File: config.mk
export PLATFORM = sky130hd
export DESIGN_NAME = tff_toggle_ctrl
export DESIGN_NICKNAME = d
export VERILOG_FILES = /design/src/rtl/tff_toggle_ctrl.sv
export SDC_FILE = /design/constraint.sdc
export NUM_CORES = 1
export LEC_CHECK = 0
export BUFFER_PORTS_ARGS = -buffer_cell sky130_fd_sc_hd__buf_2
export CORE_ASPECT_RATIO = 0.75
export CORE_MARGIN = 8
export CORE_UTILIZATION = 45
export DETAILED_ROUTE_END_ITERATION = 12
export HOLD_SLACK_MARGIN = 0.12
export PLACE_DENSITY = 0.66
export SLEW_MARGIN = 20
export SYNTH_ARGS = -nofsm -noshare
export SYNTH_HDL_FRONTEND = slang
export SYNTH_SLANG_ARGS = --single-unit
File: constraint.sdc
create_clock -name clk -period 5.1 [get_ports clk]
set_clock_uncertainty 0.05 [all_clocks]
set_input_delay 0.51 -clock clk [delete_from_list [all_inputs] [get_ports clk]]
set_output_delay 0.51 -clock clk [all_outputs]
set_load 0.02 [all_outputs]
File: src/rtl/tff_toggle_ctrl.sv
// Command-driven pulse sequencer for one T flip-flop, with a shadow
// copy of the expected q and a sticky, saturating mismatch checker.
module tff_toggle_ctrl #(
    parameter int CW = 8,
    parameter int GW = 4,
    parameter int EW = 8
) (
    input  logic          clk,
    input  logic          rst,
    input  logic          cmd_valid,
    output logic          cmd_ready,
    input  logic [CW-1:0] cmd_count,
    input  logic [GW-1:0] cmd_gap,
    input  logic          abort,
    output logic          t_out,
    input  logic          q_in,
    input  logic          chk_en,
    input  logic          err_clr,
    output logic          busy,
    output logic          done,
    output logic          aborted,
    output logic          q_exp,
    output logic          err,
    output logic [EW-1:0] err_cnt
);

    typedef enum logic [1:0] {
        IDLE,
        PULSE,
        GAP,
        DONE
    } state_t;

    state_t        state_q;
    logic [CW-1:0] cnt_q;
    logic [CW-1:0] cnt_d;
    logic [GW-1:0] gap_q;
    logic [GW-1:0] gcnt_q;
    logic [GW-1:0] gcnt_d;
    logic          aborted_q;
    logic          q_exp_q;
    logic          err_q;
    logic [EW-1:0] err_cnt_q;
    logic [EW-1:0] err_cnt_d;
    logic          mismatch;

    // Counters stop at zero instead of wrapping.
    assign cnt_d  = (cnt_q == '0) ? cnt_q : cnt_q - 1'b1;
    assign gcnt_d = (gcnt_q == '0) ? gcnt_q : gcnt_q - 1'b1;

    always_ff @(posedge clk) begin
        if (rst) begin
            state_q   <= IDLE;
            cnt_q     <= '0;
            gap_q     <= '0;
            gcnt_q    <= '0;
            aborted_q <= 1'b0;
        end else begin
            unique case (state_q)
                IDLE: begin
                    if (cmd_valid) begin
                        cnt_q   <= cmd_count;
                        gap_q   <= cmd_gap;
                        state_q <= (cmd_count == '0) ? DONE : PULSE;
                    end
                end
                PULSE: begin
                    cnt_q <= cnt_d;
                    if (cnt_d == '0 || abort) begin
                        state_q   <= DONE;
                        aborted_q <= (cnt_d != '0);
                    end else if (gap_q == '0) begin
                        state_q <= PULSE;
                    end else begin
                        state_q <= GAP;
                        gcnt_q  <= gap_q;
                    end
                end
                GAP: begin
                    gcnt_q <= gcnt_d;
                    if (abort) begin
                        state_q   <= DONE;
                        aborted_q <= 1'b1;
                    end else if (gcnt_q == GW'(1)) begin
                        state_q <= PULSE;
                    end
                end
                DONE: begin
                    state_q   <= IDLE;
                    aborted_q <= 1'b0;
                end
            endcase
        end
    end

    assign cmd_ready = (state_q == IDLE);
    assign t_out     = (state_q == PULSE);
    assign busy      = (state_q == PULSE) || (state_q == GAP);
    assign done      = (state_q == DONE);
    assign aborted   = aborted_q;

    assign mismatch  = chk_en && (q_in != q_exp_q);
    assign err_cnt_d = (err_cnt_q == '1) ? err_cnt_q : err_cnt_q + 1'b1;

    // A mismatch in the same cycle as a clear restarts the count at one.
    always_ff @(posedge clk) begin
        if (rst) begin
            q_exp_q   <= 1'b0;
            err_q     <= 1'b0;
            err_cnt_q <= '0;
        end else begin
            if (t_out) begin
                q_exp_q <= ~q_exp_q;
            end
            if (mismatch) begin
                err_q     <= 1'b1;
                err_cnt_q <= err_clr ? EW'(1) : err_cnt_d;
            end else if (err_clr) begin
                err_q     <= 1'b0;
                err_cnt_q <= '0;
            end
        end
    end

    assign q_exp   = q_exp_q;
    assign err     = err_q;
    assign err_cnt = err_cnt_q;

endmodule
Word level (Yosys, flattened, before mapping). Cells that the tools add are included.

Register bits after elaboration: 29. Bits of input ports: 19. Logic and storage cells: 69.

$add $sub $neg: 3. Eq/ne operators: 14. Multiplexer cells: 23. Bitwise operators: 1. Reduce and logical (&&, ||, !) cells: 20.

Operator list (count): $mux W8 (6); $logic_not A8 Y1 (3); $pmux W8 S2 (1); $mux W2 (6); $mux W4 (3); $ne A2 B2 Y1 const B (6); $add A8 B1 Y8 const B (1); $eq A8 B8 Y1 const B (1); $logic_not A4 Y1 (2); $pmux W2 S4 (1); $pmux W4 S2 (1); $reduce_and A2 Y1 (4); $reduce_bool A8 Y1 (1); $sub A8 B1 Y8 const B (1); $reduce_bool A2 Y1 (3); $eq A2 B2 Y1 const B (2); $eq A4 B1 Y1 const B (1); $mux W1 (4); $reduce_and A4 Y1 (1); $sub A4 B1 Y4 const B (1); $ne A3 B3 Y1 const B (1); $pmux W1 S3 (1); $reduce_and A3 Y1 (1); $reduce_bool A3 Y1 (1); 7 further kinds (8).

Depth between registers and ports, before layout. Gate-level depths: netlist (run 1).

Depth after elaboration: 6. Depth in mapped cells: 9. Mapped depth without buffers: 8.

Least setup slack after synthesis (run 1). OpenSTA, ideal clock, no wires.

Path type: reg2reg. Start point: register cnt_q[0]. End point: register aborted_q (netlist: aborted). Library setup time: 121 ps. Arrival: 1991 ps. Path slack: 2937 ps. Stages on the path, launching flop included: 10. Buffers on the path: 1. Period minus slack after synthesis: 2163 ps. Path through: dfxtp_1 > inv_1 > ha_1 > buf_1 > nor4b_1 > a22oi_1 > o211ai_2 > and2_4 > o211a_1 > mux2_4.

Word-level cells in the longest chain between the ends: 6.

RTL lines: start: declaration (line 35) `logic [CW-1:0] cnt_q;`; start signal: assignment (line 62) `cnt_q <= cmd_count;`; start signal: assignment (line 68) `cnt_q <= cnt_d;`; $sub A8 B1 Y8 / $logic_not A8 Y1 (equally long branches) (line 48) `assign cnt_d = (cnt_q == '0) ? cnt_q : cnt_q - 1'b1;`; $mux W8 (*) (line 48); $logic_not A8 Y1 (line 69) `if (cnt_d == '0 || abort) begin`; $logic_or A1 B1 Y1 (line 69); $ne A2 B1 Y1 (no line); $reduce_and A3 Y1 (no line); end signal: assignment (line 71) `aborted_q <= (cnt_d != '0);`; end: declaration (line 40) `logic aborted_q;`.

Mark *: on every way between the ends. The rest lies on a longest branch, timed or not. The select of a mux whose other input is x is not followed. A chain may end at the register's enable or synchronous reset.

Worst setup path after layout (run 1).
Start point: register state_q[1]. End point: register cnt_q[0].

Word-level cells in the longest chain between the ends: 3.

RTL lines: start: declaration (line 34) `state_t state_q;`; start signal: assignment (line 64) `state_q <= (cmd_count == '0) ? DONE : PULSE;`; $eq A2 B1 Y1 / $logic_not A2 Y1 (equally long branches) (line 59) `unique case (state_q)`; $reduce_bool A2 Y1 (no line) / $ne A2 B2 Y1 (equally long branches); $reduce_and A2 Y1 (no line).

Parallel ways exist; a longest one is shown, timed or not.

==> results.py, run 1 <==
metrics = {
    "outcome": {
        "status": "finished, final reports clean",
    },
    "floorplan": {
        "start_util_pct": 47.15,
        "die_area_um2": 6643,
        "die_w_um": 91.49,
        "die_height_um": 72.62,
        "core_area_um2": 4079,
        "num_rows": 20,
        "io_pins": 34,
    },
    "clock_tree": {
        "cts_setup_buffers": 0,
        "clk_latency_ps": 280,
        "ctsHoldBuffers": 0,
        "cts_resized": 0,
        "clock_sinks": 29,
        "cts_made_buffers": 5,
        "clk_path_buf_depth": 2,
        "cts_root_buffer": "clkbuf_8",
        "cts.clk_slew.worst_paths_ps": 70,
        "htree_levels": 2,
        "cts_tree": "built",
    },
    "yosys": {
        "avgSynthCellArea_um2": 7.601,
        "synth_ff_type": "dfxtp_1",
        "synth_async_sr_flop_share_pct": 0,
        "syn_nets": 282,
        "syn_inst": 253,
        "synth-seq-cells": 29,
        "syn-cell-area_um2": 1923,
        "synth_edf_count": 0,
        "yosys_warnings": 0,
        "yosysUniqueCellTypes": 52,
        "seq_area_frac_synth_pct": 30.19,
    },
    "critical_path": {
        "path_buf_inv": 2,
        "cp_slowest_cell": "ha_1",
        "cpPeakStageDelay_ps": 640,
        "path_class": "reg2reg",
        "cp-start-kind": "flop",
        "worstPathCellList": "inv_1 > ha_1 > inv_1 > o21ai_0 > and3_1 > o21ai_0 > a21oi_1",
        "path_max_fanout": 18,
        "end_kind": "flop",
        "critPathTopFamily": "compound AO/OA/AOI/OAI gates",
        "worstPathRequired_ps": 5270,
        "arrival_ps": 2810,
    },
    "finish": {
        "utilization_pct": 53.47,
        "area_growth_pct": 13.40,
        "antenna_cells": 0,
        "drive_gt1_share_pct": 18.57,
        "final_cell_mix": "nor2_1 (37), buf_2 (33), dfxtp_1 (29)",
        "layout_commonest_cell": "nor2_1",
        "fin_area_um2": 2181,
        "final_nets": 308,
    },
    "timing": {
        "max_freq_mhz": 378.4,
        "min_period_ps": 2643,
        "fin_crit_sh_pct": 51.82,
        "rsz0062_at_grt": "no",
        "fin_setup_tns_ps": 0,
        "final-hold-violation-count": 0,
        "tightest_slew_ps": 857.9,
        "slew_headroom_pct": 42.80,
        "hold_ws_ps": 432.7,
        "setup_violations": 0,
        "maxSlewViolCount": 0,
    },
    "global_route": {
        "antenna_found_initial": 0,
        "grt_pass1_vias": 1806,
        "grt_pass1_wl_mm": 8.604,
        "grt_overflow": 0,
        "grt_max_degree": 25,
        "grt_use_total_pct": 15.68,
    },
    "drt": {
        "dr_total_vias": 1901,
        "via_per_inst": 5.675,
        "dr.pass1.iters": 5,
        "drc": 0,
        "drt_iter0_drc": 113,
        "ant_nets": 0,
        "routed_wl_mm": 4.990,
        "avgRoutedWirePerCell_um": 14.90,
    },
    "place": {
        "finalWeightedCongestion": 0.9403,
        "portBuffers": 33,
        "dpl.hpwl_mm": 3.743,
        "placed_area_um2": 2095,
    },
    "hold_path": {
        "hold_class": "reg2reg",
    },
    "power": {
        "p_leak_nw": 0.8705,
        "p_total_mw": 0.9574,
        "powerDensity_nw_per_um2": 439.0,
        "vdd_drop_max_uv": 267.3,
    },
    "run": {
        "drv_cap": 0,
    },
}
flip-flops by register name, summed over array words and instances, names as in the netlist:
| register | count |
|---|---|
| cnt_q | 8 |
| err_cnt | 8 |
| gap_q | 4 |
| gcnt_q | 4 |
| state_q | 2 |
| aborted | 1 |
| err | 1 |
| q_exp | 1 |
power breakdown:
part | internal (mW) | leakage, nW | switching, mW | total [mW]
clock network | 0.0940 | 0.0439 | 0.0938 | 0.188
registers | 0.263 | 0.237 | 0.0502 | 0.313
logic | 0.182 | 0.590 | 0.275 | 0.457
layer usage:
metal	track usage (%)	share of wire, %
met1	21.63	51
met2	22.63	42
met3	4.317	5.4
met4	5.425	1.4
met5	0	0
Yosys cell counts (2+ instances only):
master / count / area share, %
nor2_1: 37 / 7.2
dfxtp_1: 29 / 30
nand2_1: 24 / 4.7
a21oi_1: 23 / 6.0
inv_1: 13 / 2.5
clkbuf_1: 10 / 2.0
ha_1: 10 / 6.5
o21ai_0: 10 / 2.6
nor3_1: 9 / 2.3
nand2b_1: 6 / 2.0
nand3_1: 6 / 1.6
mux2i_1: 5 / 2.6
xor2_1: 5 / 2.3
a211oi_1: 4 / 1.6
a22oi_1: 4 / 1.6
and2_1: 4 / 1.3
nand4_1: 4 / 1.3
nor2b_1: 4 / 1.3
nor4b_1: 4 / 1.8
a2111oi_0: 2 / 0.91
a32o_1: 2 / 1.0
and4_1: 2 / 0.91
buf_2: 2 / 0.52
nor4_1: 2 / 0.65
o31ai_1: 2 / 0.78
or2_2: 2 / 0.65
or4_1: 2 / 0.78
xnor2_1: 2 / 0.91
tightest hold or removal path: stages (launching register included):
cell      delay (ps)
dfxtp_1          320
nand2b_1          70
a21oi_1           60
cell type report:
type,instances,area (µm²)
clock inverters,3,17.52
clock buffers,5,68.82
fillers,413,1898
repair buffers,33,165.2
well taps,55,68.82
inverters,13,48.80
multi-input cells,197,1231
flip-flops and latches,29,580.6
cell families after synthesis:
kind of cell	Yosys count	share of synthesized area, %
flip-flops	29	30.19
AND/OR/NAND/NOR	115	30.58
buffers and inverters	27	5.791
multiplexers	7	3.969
AO/OA/AOI/OAI	58	19.78
XOR/XNOR	7	3.188
adder cells (fa/ha/maj)	10	6.506
worst paths after layout:
kind / from / to / slack (ps) / cells after the start
hold reg to reg: err / err / 430 / 2
hold / removal: err / err / 430 / 2
setup / recovery: state_q[1] / cnt_q[0] / 2460 / 7
setup reg to reg: state_q[1] / cnt_q[0] / 2460 / 7
metrics by stage:
step	instances	setup slack [ps]
3_5_place_dp	327	2467
6_report	335	2457
2_1_floorplan	253	2937
5_1_grt	335	2182
3_3_place_gp	327	2494
4_1_cts	335	2414
Power figures use the tool's default switching activity.
==> run 2, diff against run 1 <==
ABC_AREA = 1   (was unset)
PLACE_DENSITY = 0.69   (was 0.66)
clock period = 2.43 ns   (was 5.1 ns; I/O delays follow)
==> run 2 against run 1 <==
Against the previous run: design area up 1.2%; via count is 1.1% lower; synthesized cell count rose by 7.1%; first-iteration DRC count shrank 27%; utilization is 1.3 points higher; global-route usage shrank 1.3 points; worst hold slack got worse by 260 ps; clock power is 130% higher; largest cell class unchanged.
==> results.py, run 2 <==
metrics = {
    "outcome": {
        "status": "finished, final reports clean",
    },
    "drt": {
        "dr.pass1.iters": 4,
        "avgRoutedWirePerCell_um": 13.13,
        "ant_nets": 0,
        "via_per_inst": 5.168,
        "routed_wl_mm": 4.780,
        "drc": 0,
        "dr_total_vias": 1881,
        "drt_iter0_drc": 83,
    },
    "global_route": {
        "grt_pass1_vias": 1765,
        "grt_max_degree": 21,
        "grt_overflow": 0,
        "antenna_found_initial": 0,
        "grt_pass1_wl_mm": 7.921,
        "grt_use_total_pct": 14.39,
    },
    "power": {
        "vdd_drop_max_uv": 594.7,
        "powerDensity_nw_per_um2": 1291,
        "p_leak_nw": 0.9739,
        "p_total_mw": 2.850,
    },
    "floorplan": {
        "die_height_um": 72.04,
        "core_area_um2": 4029,
        "start_util_pct": 46.77,
        "die_area_um2": 6535,
        "num_rows": 20,
        "die_w_um": 90.72,
        "io_pins": 34,
    },
    "timing": {
        "slew_headroom_pct": 72.44,
        "max_freq_mhz": 486.2,
        "fin_crit_sh_pct": 84.64,
        "setup_violations": 0,
        "tightest_slew_ps": 413.5,
        "fin_setup_tns_ps": 0,
        "rsz0062_at_grt": "no",
        "final-hold-violation-count": 0,
        "maxSlewViolCount": 0,
        "min_period_ps": 2057,
    },
    "clock_tree": {
        "cts_made_buffers": 5,
        "cts_tree": "built",
        "cts_root_buffer": "clkbuf_8",
        "clock_sinks": 29,
        "cts_setup_buffers": 0,
        "htree_levels": 2,
        "clk_latency_ps": 270,
        "ctsHoldBuffers": 0,
        "cts_resized": 0,
        "cts.clk_slew.worst_paths_ps": 70,
        "clk_path_buf_depth": 2,
    },
    "critical_path": {
        "r2r_end": "gcnt_q[1]",
        "path_max_fanout": 11,
        "cp-start-kind": "flop",
        "rr_worst_depth": 14,
        "r2r_slack_ps": 370,
        "end_kind": "flop",
        "worstPathRequired_ps": 2550,
        "arrival_ps": 2180,
        "r2r-start": "cnt_q[0]",
        "path_class": "reg2reg",
    },
    "yosys": {
        "yosysTopAreaCell": "dfxtp_1",
        "ys_top_cells_by_count": "nand2_1 (42), nor2_1 (30), dfxtp_1 (29), inv_1 (29), a21oi_1 (26)",
        "synth-seq-cells": 29,
        "seq_area_frac_synth_pct": 30.81,
        "syn_nets": 300,
        "synth_edf_count": 0,
        "yosysMostFrequentCell": "nand2_1",
        "yosysUniqueCellTypes": 33,
        "syn_inst": 271,
        "avgSynthCellArea_um2": 6.953,
        "synth_async_sr_flop_share_pct": 0,
        "synth_area_leaders": "dfxtp_1 (31%), nand2_1 (8.4%), a21oi_1 (6.9%)",
        "synth_ff_type": "dfxtp_1",
        "synth_top_area_share_pct": 30.81,
        "yosys_warnings": 0,
        "syn-cell-area_um2": 1884,
    },
    "place": {
        "placed_area_um2": 2106,
        "dpl.hpwl_mm": 3.756,
        "finalWeightedCongestion": 0.9094,
        "portBuffers": 33,
    },
    "hold_path": {
        "min_to": "gap_q[1]",
        "min_path_cells": 3,
        "hold_class": "in2reg",
        "hp-start": "cmd_gap[1]",
    },
    "finish": {
        "antenna_cells": 0,
        "final_cell_mix": "nand2_1 (42), buf_2 (33), nor2_1 (30)",
        "fill_cells": 404,
        "layout_commonest_cell": "nand2_1",
        "final_nets": 337,
        "area_growth_pct": 17.13,
        "drive_gt1_share_pct": 22.98,
        "fin_area_um2": 2207,
    },
    "run": {
        "drv_cap": 0,
    },
}
-- run 2: per-stage QoR --
step	utilization (%)	setup slack (ps)	instances	hold WS [ps]
2_1_floorplan	-	480.4	271	359.1
3_3_place_gp	52.27	444.5	356	410.5
3_5_place_dp	52.27	380.1	356	411.0
4_1_cts	54.78	365.8	364	169.2
5_1_grt	54.78	161.4	364	183.0
6_report	54.78	373.2	364	176.5
-- run 2: final cells by class --
cell class / instances / area [µm²] / area share, %
multi-input combinational: 204 / 1152 / 52.21
sequential: 29 / 580.6 / 26.30
timing repair buffer: 35 / 180.2 / 8.163
inverter: 33 / 123.9 / 5.612
clock buffer: 7 / 96.34 / 4.365
tap: 55 / 68.82 / 3.118
clock inverter: 1 / 5.005 / 0.2268
-- run 2: worst max-delay path by stage --
stage               start    endpoint  slack [ps]  cells past startpoint
2_1_floorplan  state_q[1]    cnt_q[3]         480                      9
3_3_place_gp     cnt_q[0]  state_q[1]         440                     12
3_5_place_dp     cnt_q[0]   gcnt_q[1]         380                     14
4_1_cts          cnt_q[0]   gcnt_q[1]         370                     14
5_1_grt          cnt_q[0]   gcnt_q[1]         160                     14
6_report         cnt_q[0]   gcnt_q[1]         370                     14
-- run 2: per-layer routing --
| metal | vias to the layer above | wire length [µm] | track usage (%) |
|---|---|---|---|
| met2 | 41 | 2168 | 24.01 |
| met5 | - | 0 | 0 |
| met4 | 0 | 41 | 4.596 |
| li1 | 993 | - | - |
| met3 | 4 | 168 | 3.299 |
| met1 | 843 | 2402 | 17.99 |
-- run 2: worst max-delay path, stage by stage, from the launching register on --
cell and delay, ps:
dfxtp_1 320, inv_1 160, ha_1 180, nor3b_4 230, nand2_2 200, nand2_1 120, nand2_1 60, nand2_2 70
nor2_2 30, nand2_2 100, nand2_4 70, nand2_4 80, nand3_4 90, nor2_1 140, nor2_2 50
-- run 2: cell families (layout without fill, tap and decap cells) --
logic type                 after synthesis  count (layout)  share of synthesized area, %
and+or+nand+nor                        127             127                         33.73
AOI/OAI and AO/OA                       65              65                         19.85
buffers and inverters                   38              76                         8.034
DFF                                     29              29                         30.81
adders and majority gates               10              10                         6.640
xor gates and xnor gates                 2               2                        0.9298
-- run 2: power breakdown --
part / internal [mW] / total, mW / switching (mW)
combinational: 0.597 / 1.67 / 1.07
clock: 0.256 / 0.437 / 0.181
sequential: 0.604 / 0.748 / 0.144
total: 1.46 / 2.85 / 1.39
==> run 3, diff against run 2 <==
ABC_AREA = 0   (was 1)
PLACE_DENSITY = 0.66   (was 0.69)
clock period = 2.06 ns   (was 2.43 ns; I/O delays follow)
==> run 3 against run 2 <==
Against the previous run: the flow now finishes with violations (negative setup slack); global-route usage is 2.8 points higher; flip-flop and latch count stayed put; critical endpoint is now aborted; clock power is 42% higher; critical path depth is 7 lower; cell count is 0.27% lower; largest power group unchanged; count of clock-buffer cells in the layout stayed put; critical path type unchanged; worst hold slack worse by 49 ps.
==> results.py, run 3 (synthesis results as in run 1) <==
metrics = {
    "place": {
        "placed_area_um2": 2296,
        "dpl.hpwl_mm": 4.158,
        "finalWeightedCongestion": 0.9590,
        "portBuffers": 33,
        "placed_cells": 352,
        "post-place-ws_ps": -65.45,
    },
    "clock_tree": {
        "ctsHoldBuffers": 0,
        "clk_path_buf_depth": 2,
        "clock_sinks": 29,
        "cts.clk_slew.worst_paths_ps": 70,
        "htree_levels": 2,
        "cts_made_buffers": 5,
        "cts_tree": "built",
        "clk_latency_ps": 280,
        "cts_root_buffer": "clkbuf_8",
    },
    "critical_path": {
        "path_max_fanout": 5,
        "startpoint": "cnt_q[1]",
        "rr_worst_depth": 7,
        "worstPathCellList": "buf_4 > or2_2 > a211oi_2 > o31ai_2 > and2_4 > o211a_1 > mux2_4",
        "cp-start-kind": "flop",
        "critPathTopFamily": "compound AO/OA/AOI/OAI gates",
        "r2r-start": "cnt_q[1]",
        "worstPathRequired_ps": 2190,
        "cp_slowest_cell": "dfxtp_4",
        "end_kind": "flop",
        "cpPeakStageDelay_ps": 350,
        "arrival_ps": 2260,
        "path_buf_inv": 1,
        "critical_path_cell_count": 7,
        "path_class": "reg2reg",
    },
    "drt": {
        "avgRoutedWirePerCell_um": 16.15,
        "routed_wl_mm": 5.863,
        "dr.pass1.iters": 4,
        "ant_nets": 0,
        "drt_iter0_drc": 206,
        "drc": 0,
        "via_per_inst": 5.642,
        "dr_total_vias": 2048,
    },
    "power": {
        "vdd_drop_max_uv": 612.2,
        "powerDensity_nw_per_um2": 1182,
        "p_leak_nw": 1.053,
    },
    "timing": {
        "rsz0062_at_grt": "yes",
        "tightest_slew_ps": 589.2,
        "min_period_ps": 2130,
        "hold_ws_ps": 127.8,
        "maxSlewViolCount": 0,
        "final-hold-violation-count": 0,
        "max_freq_mhz": 469.5,
        "fin_setup_tns_ps": -144.9,
        "setup_violations": 4,
        "worst_slack_ps": -69.98,
        "slew_headroom_pct": 60.72,
        "fin_crit_sh_pct": 103.4,
    },
    "finish": {
        "final_cell_mix": "nor2_1 (37), buf_2 (33), buf_4 (27)",
        "antenna_cells": 0,
        "fill_cells": 366,
        "drive_gt1_share_pct": 32.47,
        "layoutNonFillerInstCount": 363,
        "layout_commonest_cell": "nor2_1",
        "fin_area_um2": 2570,
        "area_growth_pct": 33.64,
        "final_nets": 336,
    },
    "floorplan": {
        "start_util_pct": 47.15,
        "io_pins": 34,
        "die_area_um2": 6643,
        "die_height_um": 72.62,
        "num_rows": 20,
        "die_w_um": 91.49,
        "core_area_um2": 4079,
    },
    "outcome": {
        "violations": "negative setup slack",
        "status": "finished with violations",
    },
    "run": {
        "drv_cap": 0,
    },
    "global_route": {
        "grt_use_total_pct": 17.14,
        "grt_max_degree": 25,
        "grt_pass1_wl_mm": 9.273,
        "antenna_found_initial": 0,
        "grt_overflow": 0,
        "grt_pass1_vias": 1887,
    },
    "hold_path": {
        "hp-start": "cmd_gap[0]",
        "hold_class": "in2reg",
        "min_path_cells": 3,
    },
}
==> run 3: what timing repair did <==
action                                  CTS  global route
buffers inserted                          2             1
endpoints found under the setup margin    5             9
gates resized for setup                   9            17
pin swaps                                 4             8
==> run 3: final cells by class <==
type	count	area (µm²)	area share, %
multi-input cells	197	1365	53.12
repair buffers	61	379.1	14.75
clock buffers	7	86.33	3.359
flip-flops and latches	29	586.8	22.83
clock inverters	1	30.03	1.168
well taps	55	68.82	2.678
inverters	13	53.80	2.093
==> run 3: worst paths after layout <==
check             endpoint  slack [ps]
setup reg to reg   aborted         -70
hold reg to reg   gap_q[2]         430
hold / removal    gap_q[0]         130
setup / recovery   aborted         -70
==> run 3: power breakdown <==
group          switching (mW)  internal, mW
clock                   0.225         0.394
sequential              0.108         0.656
combinational           0.918         0.738
==> run 3: metal layers <==
layer	vias to the layer above	GRT usage, %	part of all wire [%]
li1	1006	-	-
met1	946	23.77	47
met2	90	25.50	44
met3	6	3.803	7.5
met4	0	5.425	1.1
met5	-	0	0
==> run 3: through the flow <==
stage / power [mW] / util [%]
CTS: 2.848 / 60.46
global route: 3.220 / 63.01
finish: 3.039 / 63.01
floorplan: 1.679 / -
detailed placement: 2.156 / 56.29
global placement: 2.146 / 56.29
==> run 3: worst min-delay path, delay by kind of cell <==
kind                   cells  cell delay (ps)
AO/OA/AOI/OAI              1               50
buffers and inverters      1              100
AND/OR/NAND/NOR            1               50
